**config.mk**
```make
export PLATFORM = sky130hd
export DESIGN_NAME = bitwise_logic_seq
export DESIGN_NICKNAME = d
export VERILOG_FILES = /design/src/rtl/alu_logic_pkg.sv /design/src/rtl/logic_slice.sv /design/src/rtl/bitwise_logic_seq.sv
export SDC_FILE = /design/constraint.sdc
export NUM_CORES = 1
export LEC_CHECK = 0
export BUFFER_PORTS_ARGS = -buffer_cell sky130_fd_sc_hd__buf_2
export CAP_MARGIN = 25
export CORE_MARGIN = 10
export CORE_UTILIZATION = 55
export CTS_CLUSTER_SIZE = 8
export DETAILED_ROUTE_END_ITERATION = 6
export PLACE_DENSITY = 0.78
export RECOVER_POWER = 50
export SYNTH_ARGS = -nofsm -noshare
export SYNTH_HDL_FRONTEND = slang
export SYNTH_SLANG_ARGS = --single-unit
```
**constraint.sdc**
```tcl
create_clock -name clk -period 4.5 [get_ports clk]
set_clock_uncertainty 0.1 [all_clocks]
set_input_delay 0.225 -clock clk [delete_from_list [all_inputs] [get_ports clk]]
set_output_delay 0.225 -clock clk [all_outputs]
set_load 0.01 [all_outputs]
```
**src/rtl/alu_logic_pkg.sv**
```systemverilog
// ---------------------------------------------------------------------------
// alu_logic_pkg
//   Shared definitions for the multi-cycle bitwise logic unit.
//   - OP_W / OP_*   : operation select width and op-code values
//   - state_t       : control FSM state encoding, also driven out on the
//                     unit's debug port so checkers can follow the sequencing
// ---------------------------------------------------------------------------
package alu_logic_pkg;

  localparam int OP_W = 3;

  localparam logic [OP_W-1:0] OP_NOT  = 3'b000;
  localparam logic [OP_W-1:0] OP_AND  = 3'b001;
  localparam logic [OP_W-1:0] OP_OR   = 3'b010;
  localparam logic [OP_W-1:0] OP_XOR  = 3'b011;
  localparam logic [OP_W-1:0] OP_NOR  = 3'b100;
  localparam logic [OP_W-1:0] OP_NAND = 3'b101;
  localparam logic [OP_W-1:0] OP_XNOR = 3'b110;
  localparam logic [OP_W-1:0] OP_PASS = 3'b111;

  typedef enum logic {
    ST_IDLE = 1'b0,
    ST_RUN  = 1'b1
  } state_t;

endpackage

```
**src/rtl/logic_slice.sv**
```systemverilog
// ---------------------------------------------------------------------------
// logic_slice
//   Combinational SLICE-bit bitwise operation unit.
//   Ports:
//     a, b : SLICE-bit operands (b ignored by NOT and PASS)
//     op   : operation select (OP_NOT .. OP_PASS)
//     y    : SLICE-bit result
// ---------------------------------------------------------------------------
module logic_slice
  import alu_logic_pkg::*;
#(
  parameter int SLICE = 8
) (
  input  logic [SLICE-1:0] a,
  input  logic [SLICE-1:0] b,
  input  logic [OP_W-1:0]  op,
  output logic [SLICE-1:0] y
);

  always_comb begin
    y = '0;
    case (op)
      OP_NOT:  y = ~a;
      OP_AND:  y = a & b;
      OP_OR:   y = a | b;
      OP_XOR:  y = a ^ b;
      OP_NOR:  y = ~(a | b);
      OP_NAND: y = ~(a & b);
      OP_XNOR: y = ~(a ^ b);
      OP_PASS: y = a;
      default: y = '0;
    endcase
  end

endmodule

```
**src/rtl/bitwise_logic_seq.sv**
```systemverilog
// ---------------------------------------------------------------------------
// bitwise_logic_seq
//   Multi-cycle bitwise logic unit. Operands and op are latched on an
//   accepted start and one SLICE-bit chunk is computed per clock through a
//   single shared logic_slice. After NSLICE cycles the assembled word is
//   loaded into result/zero and done pulses for one cycle.
//
//   Handshake: start is a request sampled only while busy=0 (IDLE); a start
//   seen in IDLE on a rising edge is accepted on that edge, anything on start
//   while busy=1 is ignored. Each accepted start yields exactly one done
//   pulse unless reset intervenes. Holding start high chains operations.
//
//   Ports:
//     clk, reset : clock, synchronous active-high reset
//     start      : operation request (IDLE only)
//     op, a, b   : operation select and operands, sampled with start
//     busy       : operation in progress
//     done       : one-cycle completion pulse
//     result     : registered result, holds between operations
//     zero       : registered result == 0 flag
//     dbg_state  : current control FSM state (debug visibility)
// ---------------------------------------------------------------------------
module bitwise_logic_seq
  import alu_logic_pkg::*;
#(
  parameter int WIDTH = 32,
  parameter int SLICE = 8
) (
  input  logic             clk,
  input  logic             reset,
  input  logic             start,
  input  logic [OP_W-1:0]  op,
  input  logic [WIDTH-1:0] a,
  input  logic [WIDTH-1:0] b,
  output logic             busy,
  output logic             done,
  output logic [WIDTH-1:0] result,
  output logic             zero,
  output state_t           dbg_state
);

  localparam int NSLICE = (SLICE > 0) ? (WIDTH / SLICE) : 1;
  localparam int CW     = (NSLICE > 1) ? $clog2(NSLICE) : 1;

  // Reject geometries that cannot be cut into whole slices.
  if (SLICE < 1 || WIDTH < SLICE || (WIDTH % SLICE) != 0) begin : g_bad_geometry
    $fatal(1, "bitwise_logic_seq: WIDTH must be a positive multiple of SLICE");
  end

  state_t            state_q, state_d;
  logic [CW-1:0]     cnt_q;
  logic [WIDTH-1:0]  a_q, b_q;
  logic [OP_W-1:0]   op_q;
  logic [WIDTH-1:0]  result_q;
  logic              zero_q;
  logic              done_q;

  logic              accept;
  logic              step;
  logic              finish;
  logic              last_slice;

  logic [SLICE-1:0]  a_sel, b_sel, y_slice;
  logic [WIDTH-1:0]  acc_full;  // accumulator with the current slice merged in

  assign last_slice = (cnt_q == CW'(NSLICE - 1));

  // ---------------------------------------------------------------------
  // Control FSM: state register
  // ---------------------------------------------------------------------
  always_ff @(posedge clk) begin
    if (reset) state_q <= ST_IDLE;
    else       state_q <= state_d;
  end

  // ---------------------------------------------------------------------
  // Control FSM: next state and control strobes
  // ---------------------------------------------------------------------
  always_comb begin
    state_d = state_q;
    accept  = 1'b0;
    step    = 1'b0;
    finish  = 1'b0;
    case (state_q)
      ST_IDLE: begin
        if (start) begin
          accept  = 1'b1;
          state_d = ST_RUN;
        end
      end
      ST_RUN: begin
        step = 1'b1;
        if (last_slice) begin
          finish  = 1'b1;
          state_d = ST_IDLE;
        end
      end
      default: state_d = ST_IDLE;
    endcase
  end

  // ---------------------------------------------------------------------
  // Slice selection and accumulation. A single-slice geometry needs no
  // accumulator: the one slice computed is the whole word.
  // ---------------------------------------------------------------------
  if (NSLICE == 1) begin : g_single
    assign a_sel    = a_q;
    assign b_sel    = b_q;
    assign acc_full = y_slice;
  end else begin : g_multi
    logic [NSLICE-1:0][SLICE-1:0] a_s, b_s, acc_q, acc_d;

    assign a_s   = a_q;
    assign b_s   = b_q;
    assign a_sel = a_s[cnt_q];
    assign b_sel = b_s[cnt_q];

    always_comb begin
      acc_d        = acc_q;
      acc_d[cnt_q] = y_slice;
    end

    assign acc_full = acc_d;

    always_ff @(posedge clk) begin
      if (reset)     acc_q <= '0;
      else if (step) acc_q <= acc_d;
    end
  end

  logic_slice #(
    .SLICE (SLICE)
  ) u_slice (
    .a  (a_sel),
    .b  (b_sel),
    .op (op_q),
    .y  (y_slice)
  );

  // ---------------------------------------------------------------------
  // Datapath registers
  // ---------------------------------------------------------------------
  always_ff @(posedge clk) begin
    if (reset) begin
      cnt_q    <= '0;
      a_q      <= '0;
      b_q      <= '0;
      op_q     <= OP_NOT;
      result_q <= '0;
      zero_q   <= 1'b1;
      done_q   <= 1'b0;
    end else begin
      done_q <= finish;
      if (accept) begin
        a_q   <= a;
        b_q   <= b;
        op_q  <= op;
        cnt_q <= '0;
      end
      if (step) begin
        if (finish) begin
          // cnt stays at the last slice index; it is cleared on the next accept.
          result_q <= acc_full;
          zero_q   <= (acc_full == '0);
        end else begin
          cnt_q <= cnt_q + CW'(1);
        end
      end
    end
  end

  assign busy      = (state_q == ST_RUN);
  assign done      = done_q;
  assign result    = result_q;
  assign zero      = zero_q;
  assign dbg_state = state_q;

endmodule

```
==> impl_results.md, run 1 <==
- Rel. slew slack: 0.143%
- PwrDens: 383 nW/um2
- Ys Warns: 0
- Startpoint Class: flip-flop
- Port Buffers: 105
- # fillers: 810
- Initial antenna violation count: 2
- First-pass GRT wire length: 29.1 mm
- Initial DRC Count: 508
- Crit path max fanout: 20
- CP Capture Type: flip-flop
- DR vias: 5,952
- Clock sink count: 128
- Run status: complete, but fails checks
- Share of the synthesized area in the top cell type: 41.3%
- Core Box Area: 10,900 um2
- Max cap viols: 1
- Post-Synth XOR/XNOR Area: 0.141%
- Sw Ratio: 25.7%
- I/O pin count: 106
- Clock buffer depth: 2
- Gate Count Post-Synth: 754
- Via/cell ratio: 5.70
- Hold-fix buffers at CTS: 65
- TritonCTS clock tree: done
- Post-DP HPWL: 11.3 mm
- Final setup fails: 0
- Clock power share: 44.1%
- Worst-Margin Slew: 1500 ps
- CP most frequent cell: o31ai_1
- Pleak: 2.94 nW
- Fraction of the mapped netlist area in simple logic gates: 21.1%
- Clock Pin Slew Worst Setup and Hold Paths: 60 ps
- Hold crit path type: input port to flip-flop
- CTS resizes: 0
- Synth area leader: dfxtp_1
- Final WL: 17.8 mm
- Clock latency on the worst-skew pair: 420 ps
- Top post-synthesis cells by area: dfxtp_1 (41%), nand2_1 (11%), a21oi_1 (9.0%), mux4_2 (5.8%), ha_1 (4.0%)
- Drt pass-1 iters: 5
- Site Rows: 38
- Synth Area in Compound Gates: 17.6%
- Initial core utilization: 56.7%
- Number of global-route vias before repair: 5,994
- Final-report hold violation count: 0
- Mux share of post-synthesis cell area: 10.2%
- Die Y-Extent: 126 um
- Most common library cells after synthesis: nand2_1 (184), dfxtp_1 (128), a21oi_1 (112), nor2_1 (40), clkbuf_1 (35)
- Die Wd: 126 um
- Switching power total: 776 uW
- Max Freq: 0.277 GHz
- Dpl ws: 1060 ps
- Netlist Area Pre-Place: 6200 um2
- Most used DFF post-synth: dfxtp_1
- Post-synthesis adder-cell area fraction: 4.03%
- Unrepaired setup endpoints after global routing: false
- Synth cell types: 43
- Final Cell Area: 7910 um2
- Number of synthesized register bits: 128
- Detail Route Antenna Nets: 0
- Final Slew Violations: 0
- Final worst slack: 896 ps
- CP Class: flip-flop to flip-flop
- Root Buffer: clkbuf_16
- Register area share after synthesis: 41.3%
- Setup bufs post-CTS: 0
- Gr ovfl total: 0
- Area of placed instances: 6730 um2
- Worst Path Arrival: 3790 ps
- Failing checks: capacitance limit
- Critical path cell sequence: mux4_2 > inv_1 > ha_1 > nand2b_1 > o32ai_1 > o31ai_1 > a22oi_2 > nor2_1 > a31oi_1 > o31ai_1
- Post-Syn Nets: 844
- Tmin final: 3600 ps
- Crit-path max cell delay: 940 ps
- Die Area: 15,900 um2
- CTS Buf Count: 17
- CTS H-tree lvls: 4
- Final layout net count: 981
- Storage element area: 2560 um2
- Sequential Power Share: 40.5%
- Largest family of logic cells by synthesized area: simple AND/OR/NAND/NOR gates
- Share of layout cells above drive strength 1: 15.1%
- Slowest-stage cell, CP: dfxtp_1
- Area of the multi-input gates: 3300 um2
- Setup_tns: 0 ps
- Syn-to-layout area delta: 27.4%
- # DRC: 0
- Pin count of the biggest net entering global routing: 73
- Syn_area_per_cell: 8.23 um2
- Gr usage total: 21.8%
- GPL Wtd Cong: 0.813
- Post-synth EDFFs: 0
- Routed len/inst: 17.1 um
- Internal power: 2.25 mW
- Synth async-reset ratio: 0%
- Top-count cell post-synth: nand2_1
- Combinational power share: 15.3%
- Peak supply drop: 0.250 mV
- Worst EP required: 4690 ps
- Period utilization: 80.1%
-- cells in the final DEF, fill, tap and decap left out, drive strengths merged, types with 2 or more instances in the layout --
cell type,instances
nor2,41
diode,2
nor4,4
dlygate4sd3,65
dfxtp,128
o32ai,6
a211oi,31
inv,20
a221o,2
nand3,35
bufinv,2
o21ai,2
o31ai,7
a22oi,7
clkbuf,63
mux4,16
mux2,2
mux2i,25
nor3,14
nor2b,8
nand2,184
clkinv,3
ha,20
buf,77
nand2b,15
a21oi,112
-- sequential cells by signal (all words and copies together) (netlist names) --
name / cells
a_q: 32
b_q: 32
busy: 1
cnt_q: 2
done: 1
g_multi.acc_q: 24
op_q: 3
result: 32
zero: 1
-- power by group through the flow --
stage	registers (mW)	logic [mW]	clock network, mW
CTS	1.22	0.452	1.35
global route	1.23	0.505	1.40
global placement	1.25	0.387	0
finish	1.23	0.464	1.33
detailed placement	1.25	0.406	0
floorplan	1.23	0.308	0
-- cell families after synthesis --
family | after synthesis
AO/OA/AOI/OAI | 173
XOR/XNOR | 1
adder cells (fa/ha/maj) | 20
buffers and inverters | 82
flip-flops | 128
multiplexers | 43
AND/OR/NAND/NOR | 307
-- area by class of cell --
class	count	share of cell area (%)
multi-input combinational	544	41.8
clock buffer	26	6.32
clock inverter	5	0.981
antenna	2	0.0633
inverter	21	0.997
sequential	128	32.4
tap	140	2.22
timing repair buffer	179	15.2
-- metrics by stage --
stage                     hold slack [ps]  utilization (%)  cells  total power, mW
after global placement                342             61.4    946             1.63
final                                12.5             72.3   1045             3.02
after detailed placement              344             61.5    947             1.65
after global routing                 10.2             72.3   1045             3.14
after CTS                            5.16             72.7   1043             3.02
after floorplan                       261                -    754             1.54
-- routing by layer --
| layer | share of wire [%] | wire [um] | up-vias | GRT usage (%) |
|---|---|---|---|---|
| met5 | 0 | 0 | - | 0 |
| met4 | 2.2 | 401 | 0 | 8.51 |
| met3 | 7.4 | 1320 | 34 | 7.01 |
| met2 | 50 | 8880 | 223 | 37.2 |
| met1 | 41 | 7220 | 2806 | 24.9 |
| li1 | - | - | 2889 | - |
-- final timing paths --
path         slack, ps  cells after the start              endpoint                 start
max reg2reg        900                     10     zero$_SDFFE_PP1P_   cnt_q[1]$_SDFF_PP0_
min reg2reg        350                      2  b_q[22]$_SDFFE_PP0P_  b_q[22]$_SDFFE_PP0P_
max                900                     10     zero$_SDFFE_PP1P_   cnt_q[1]$_SDFF_PP0_
min                 10                      3  b_q[25]$_SDFFE_PP0P_                 b[25]
-- worst max-delay path: cells and delay by family, from the launching register on --
family                     cells  cell delay (ps)
adders and majority gates      1              260
AOI/OAI and AO/OA              5             1310
buffers and inverters          1               90
DFF                            1              940
and+or+nand+nor                2              290
muxes                          1              480
Power figures use the tool's default switching activity.
==> run 2: changes to the inputs <==
==> constraint.sdc (replaced) <==
create_clock -name clk -period 3.55 [get_ports clk]
set_clock_uncertainty 0.1 [all_clocks]
set_input_delay 0.1775 -clock clk [delete_from_list [all_inputs] [get_ports clk]]
set_output_delay 0.1775 -clock clk [all_outputs]
set_load 0.01 [all_outputs]
==> impl_results.md, run 2 (synthesis gave the netlist of run 1 again) <==
- DR vias: 6,083
- Peak supply drop: 0.416 mV
- Unrepaired setup endpoints after global routing: false
- Max cap viols: 0
- Die Wd: 126 um
- Max Freq: 0.295 GHz
- Die Y-Extent: 126 um
- Site Rows: 38
- CTS resizes: 0
- Most frequent cells in the layout: nand2_1 (184), dfxtp_1 (128), a21oi_1 (112), buf_2 (68), dlygate4sd3_1 (67)
- Gr usage total: 23.0%
- Final layout net count: 987
- Pin count of the biggest net entering global routing: 69
- Sequential Power Share: 39.4%
- Drt pass-1 iters: 5
- Worst-Margin Slew: 1280 ps
- Clock Pin Slew Worst Setup and Hold Paths: 60 ps
- I/O pin count: 106
- N_diodes: 0
- Fin util: 73.0%
- # DRC: 0
- Internal power: 2.87 mW
- Hold-fix buffers at CTS: 67
- Rel. slew slack: 14.4%
- Met1 Use GR: 24.6%
- Pleak: 2.97 nW
- GRT met3 Usage: 7.47%
- Final Slew Violations: 0
- Core Box Area: 10,900 um2
- PwrDens: 491 nW/um2
- Combinational power share: 15.4%
- Tmin final: 3390 ps
- Post-DP HPWL: 11.5 mm
- Worst Path Arrival: 3600 ps
- CTS Buf Count: 17
- Number of global-route vias before repair: 6,202
- Root Buffer: clkbuf_16
- Clock buffer depth: 2
- Share of layout cells above drive strength 1: 16.0%
- Sw Ratio: 26.9%
- Met2 GRT Util: 40.6%
- Final-report hold violation count: 0
- Die Area: 15,900 um2
- Routed len/inst: 17.7 um
- Crit path max fanout: 16
- GPL Wtd Cong: 0.810
- Initial core utilization: 56.7%
- Switching power total: 1.05 mW
- Final WL: 18.6 mm
- Syn-to-layout area delta: 28.7%
- First-pass GRT wire length: 30.5 mm
- Period utilization: 95.4%
- Worst EP required: 3760 ps
- Setup_tns: 0 ps
- Clock latency on the worst-skew pair: 420 ps
- Port Buffers: 105
- Initial DRC Count: 636
- Hold crit path type: input port to flip-flop
- Clock power share: 45.2%
- CTS H-tree lvls: 4
- Gr ovfl total: 0
- Via/cell ratio: 5.79
- Clock sink count: 128
- Detail Route Antenna Nets: 0
- CP Class: flip-flop to flip-flop
- Startpoint Class: flip-flop
- Initial antenna violation count: 0
- CP Capture Type: flip-flop
- Run status: complete, no violations
- Setup bufs post-CTS: 0
- Final setup fails: 0
- TritonCTS clock tree: done
- Most common cell after layout, fill and taps aside: nand2_1
- GRT busiest layer: met2
-- run 2: layer usage --
metal / up-vias / wire [um]
li1: 2895 / -
met1: 2870 / 7110
met2: 270 / 9520
met3: 48 / 1460
met4: 0 / 507
met5: - / 0
-- run 2: power by group through the flow --
stage               Clock [mW]  Combinational (mW)  Sequential [mW]
floorplan                    0               0.390             1.56
global placement             0               0.509             1.57
detailed placement           0               0.530             1.57
CTS                       1.78               0.592             1.54
global route              1.84               0.665             1.55
finish                    1.77               0.604             1.54
-- run 2: worst paths after layout --
path	start	end	slack, ps	depth (start not counted)
hold reg to reg	a_q[24]$_SDFFE_PP0P_	a_q[24]$_SDFFE_PP0P_	350	2
setup / recovery	cnt_q[0]$_SDFF_PP0_	zero$_SDFFE_PP1P_	160	11
setup reg to reg	cnt_q[0]$_SDFF_PP0_	zero$_SDFFE_PP1P_	160	11
hold / removal	start	cnt_q[0]$_SDFF_PP0_	40	4
-- run 2: cell type report --
class / instances / area (um2)
clock buffers: 18 / 439
inverters: 21 / 78.8
clock inverters: 14 / 165
multi-input cells: 544 / 3310
fillers: 769 / 2950
repair buffers: 185 / 1260
flip-flops and latches: 128 / 2560
well taps: 140 / 175
-- run 2: worst max-delay path, stage by stage, from the launching register on --
cell and delay, ps:
dfxtp_1 460, buf_12 220, mux4_2 570, inv_1 80, ha_1 240, nand3_1 110
a21oi_1 90, o31ai_1 330, a22oi_2 270, o41ai_2 380, o2111ai_1 170, o31ai_1 260
-- run 2: metrics by stage --
stage	total power [mW]	setup WS [ps]	cells	area, um2	hold WS, ps
after detailed placement	2.10	264	951	6760	324
final	3.92	163	1050	7980	38.6
after CTS	3.92	226	1050	8040	31.7
after floorplan	1.95	476	754	6200	213
after global placement	2.08	437	951	6760	317
after global routing	4.06	22.8	1050	7980	96.0
==> run 3: changes to the inputs <==
--- a/config.mk
+++ b/config.mk
@@ -11,6 +11,7 @@
 export CORE_UTILIZATION = 55
 export CTS_CLUSTER_SIZE = 8
 export DETAILED_ROUTE_END_ITERATION = 6
+export HOLD_SLACK_MARGIN = 0.15
 export PLACE_DENSITY = 0.78
 export RECOVER_POWER = 50
 export SYNTH_ARGS = -nofsm -noshare
==> impl_results.md, run 3 (synthesis gave the netlist of run 1 again) <==
- Syn-to-layout area delta: 28.8%
- Peak supply drop: 0.415 mV
- Initial core utilization: 56.7%
- Max cap viols: 0
- Final layout net count: 988
- Initial DRC Count: 604
- Final WL: 18.6 mm
- Die Y-Extent: 126 um
- # DRC: 0
- Detail Route Antenna Nets: 0
- Worst Hold Depth: 2
- Pleak: 2.97 nW
- Period utilization: 93.2%
- Drt pass-1 iters: 5
- Worst Hold Path EP: cnt_q[0]$_SDFF_PP0_
- CTS H-tree lvls: 4
- CP Class: flip-flop to flip-flop
- PwrDens: 490 nW/um2
- Critical path cell sequence: buf_12 > mux4_2 > inv_1 > ha_1 > nand2b_1 > o32ai_1 > o31ai_1 > a22oi_2 > nor2_1 > a31oi_1 > o31ai_1
- Die Wd: 126 um
- Pin count of the biggest net entering global routing: 69
- Final-report hold violation count: 0
- Max Freq: 0.302 GHz
- Share of layout cells above drive strength 1: 16.0%
- Root Buffer: clkbuf_16
- Port Buffers: 105
- Rel. slew slack: 14.3%
- Most common cell after layout, fill and taps aside: nand2_1
- N_diodes: 0
- CP Capture Type: flip-flop
- Gr usage total: 23.0%
- Via/cell ratio: 5.82
- Reg2reg path depth: 11
- TritonCTS clock tree: done
- Final Non-Filler Cells: 1,051
- Initial antenna violation count: 0
- RR Startpoint: cnt_q[0]$_SDFF_PP0_
- Number of global-route vias before repair: 6,202
- Clock buffer depth: 2
- DR vias: 6,116
- First-pass GRT wire length: 30.5 mm
- CTS Buf Count: 17
- Worst EP required: 3750 ps
- Crit path max fanout: 16
- Area of placed instances: 6760 um2
- I/O pin count: 106
- Site Rows: 38
- Setup_tns: 0 ps
- Post-DP HPWL: 11.5 mm
- Die Area: 15,900 um2
- Final setup fails: 0
- Unrepaired setup endpoints after global routing: false
- Slowest-stage cell, CP: a22oi_2
- Crit-path max cell delay: 580 ps
- Clock sink count: 128
- Final Cell Area: 7990 um2
- Clock latency on the worst-skew pair: 420 ps
- GPL Wtd Cong: 0.810
- FF-to-FF setup slack: 240 ps
- Crit Reg-Reg Endpoint: zero$_SDFFE_PP1P_
- Most frequent cells in the layout: nand2_1 (184), dfxtp_1 (128), a21oi_1 (112), dlygate4sd3_1 (68), buf_2 (68)
- Core Box Area: 10,900 um2
- Run status: complete, no violations
- Hold crit path type: input port to flip-flop
- Clock Pin Slew Worst Setup and Hold Paths: 60 ps
- Post-Place Cells: 951
- CP most frequent cell: o31ai_1
- Routed len/inst: 17.7 um
- Gr ovfl total: 0
- Tmin final: 3310 ps
- Final Slew Violations: 0
- Worst min-delay path startpoint: reset
- Worst-Margin Slew: 1280 ps
- Startpoint Class: flip-flop
- Worst Path Arrival: 3500 ps
==> run 3: cell types whose count changed in the layout (fill, tap and decap cells not counted), sizes merged <==
cell,change
dlygate4sd3,+1
==> run 3: power by group <==
part           internal, mW  switching, mW  total, mW
combinational         0.252          0.354      0.606
sequential             1.50         0.0452       1.54
clock                  1.12          0.651       1.77
==> run 3: metal layers <==
layer | part of all wire (%) | global-route usage, % | wire length, um | vias up
met1 | 38 | 24.6 | 7020 | 2863
met2 | 52 | 40.6 | 9610 | 302
met4 | 2.7 | 9.65 | 507 | 0
met5 | 0 | 0 | 0 | -
li1 | - | - | - | 2900
met3 | 7.9 | 7.47 | 1480 | 51
==> run 3: metrics by stage <==
stage          setup WS [ps]  utilization [%]  hold slack (ps)  power [mW]
6_report                 243             73.1              166        3.92
2_1_floorplan            476                -              213        1.95
4_1_cts                  226             73.6              152        3.92
5_1_grt                 22.8             73.1              178        4.06
3_5_place_dp             264             61.8              324        2.10
3_3_place_gp             437             61.8              317        2.08
==> run 3: worst max-delay path by stage <==
stage / from / endpoint / slack, ps / depth (start not counted)
floorplan: cnt_q[0]$_SDFF_PP0_ / zero$_SDFFE_PP1P_ / 480 / 12
global placement: cnt_q[0]$_SDFF_PP0_ / zero$_SDFFE_PP1P_ / 440 / 11
detailed placement: cnt_q[0]$_SDFF_PP0_ / zero$_SDFFE_PP1P_ / 260 / 11
CTS: cnt_q[0]$_SDFF_PP0_ / result[16]$_SDFFE_PP0P_ / 230 / 10
global route: cnt_q[0]$_SDFF_PP0_ / result[2]$_SDFFE_PP0P_ / 20 / 10
finish: cnt_q[0]$_SDFF_PP0_ / zero$_SDFFE_PP1P_ / 240 / 11
==> run 3: critical path: cells and delay by family (launching register included) <==
family,cells,cell delay [ps]
buffers and inverters,2,300
adders and majority gates,1,230
AOI/OAI and AO/OA,5,1250
muxes,1,570
and+or+nand+nor,2,250
DFF,1,460
==> run 3: area by class of cell <==
class                      instances  area, um2
inverter                          21       78.8
clock buffer                      18        439
clock inverter                    14        165
timing repair buffer             186       1270
tap                              140        175
sequential                       128       2560
fill                             768       2940
multi-input combinational        544       3310
==> run 3: repair_timing <==
action | CTS | global route
buffers inserted | 0 | 0
hold endpoints to repair | 69 | 0
gates resized for setup | 0 | 0
hold buffers | 68 | 0
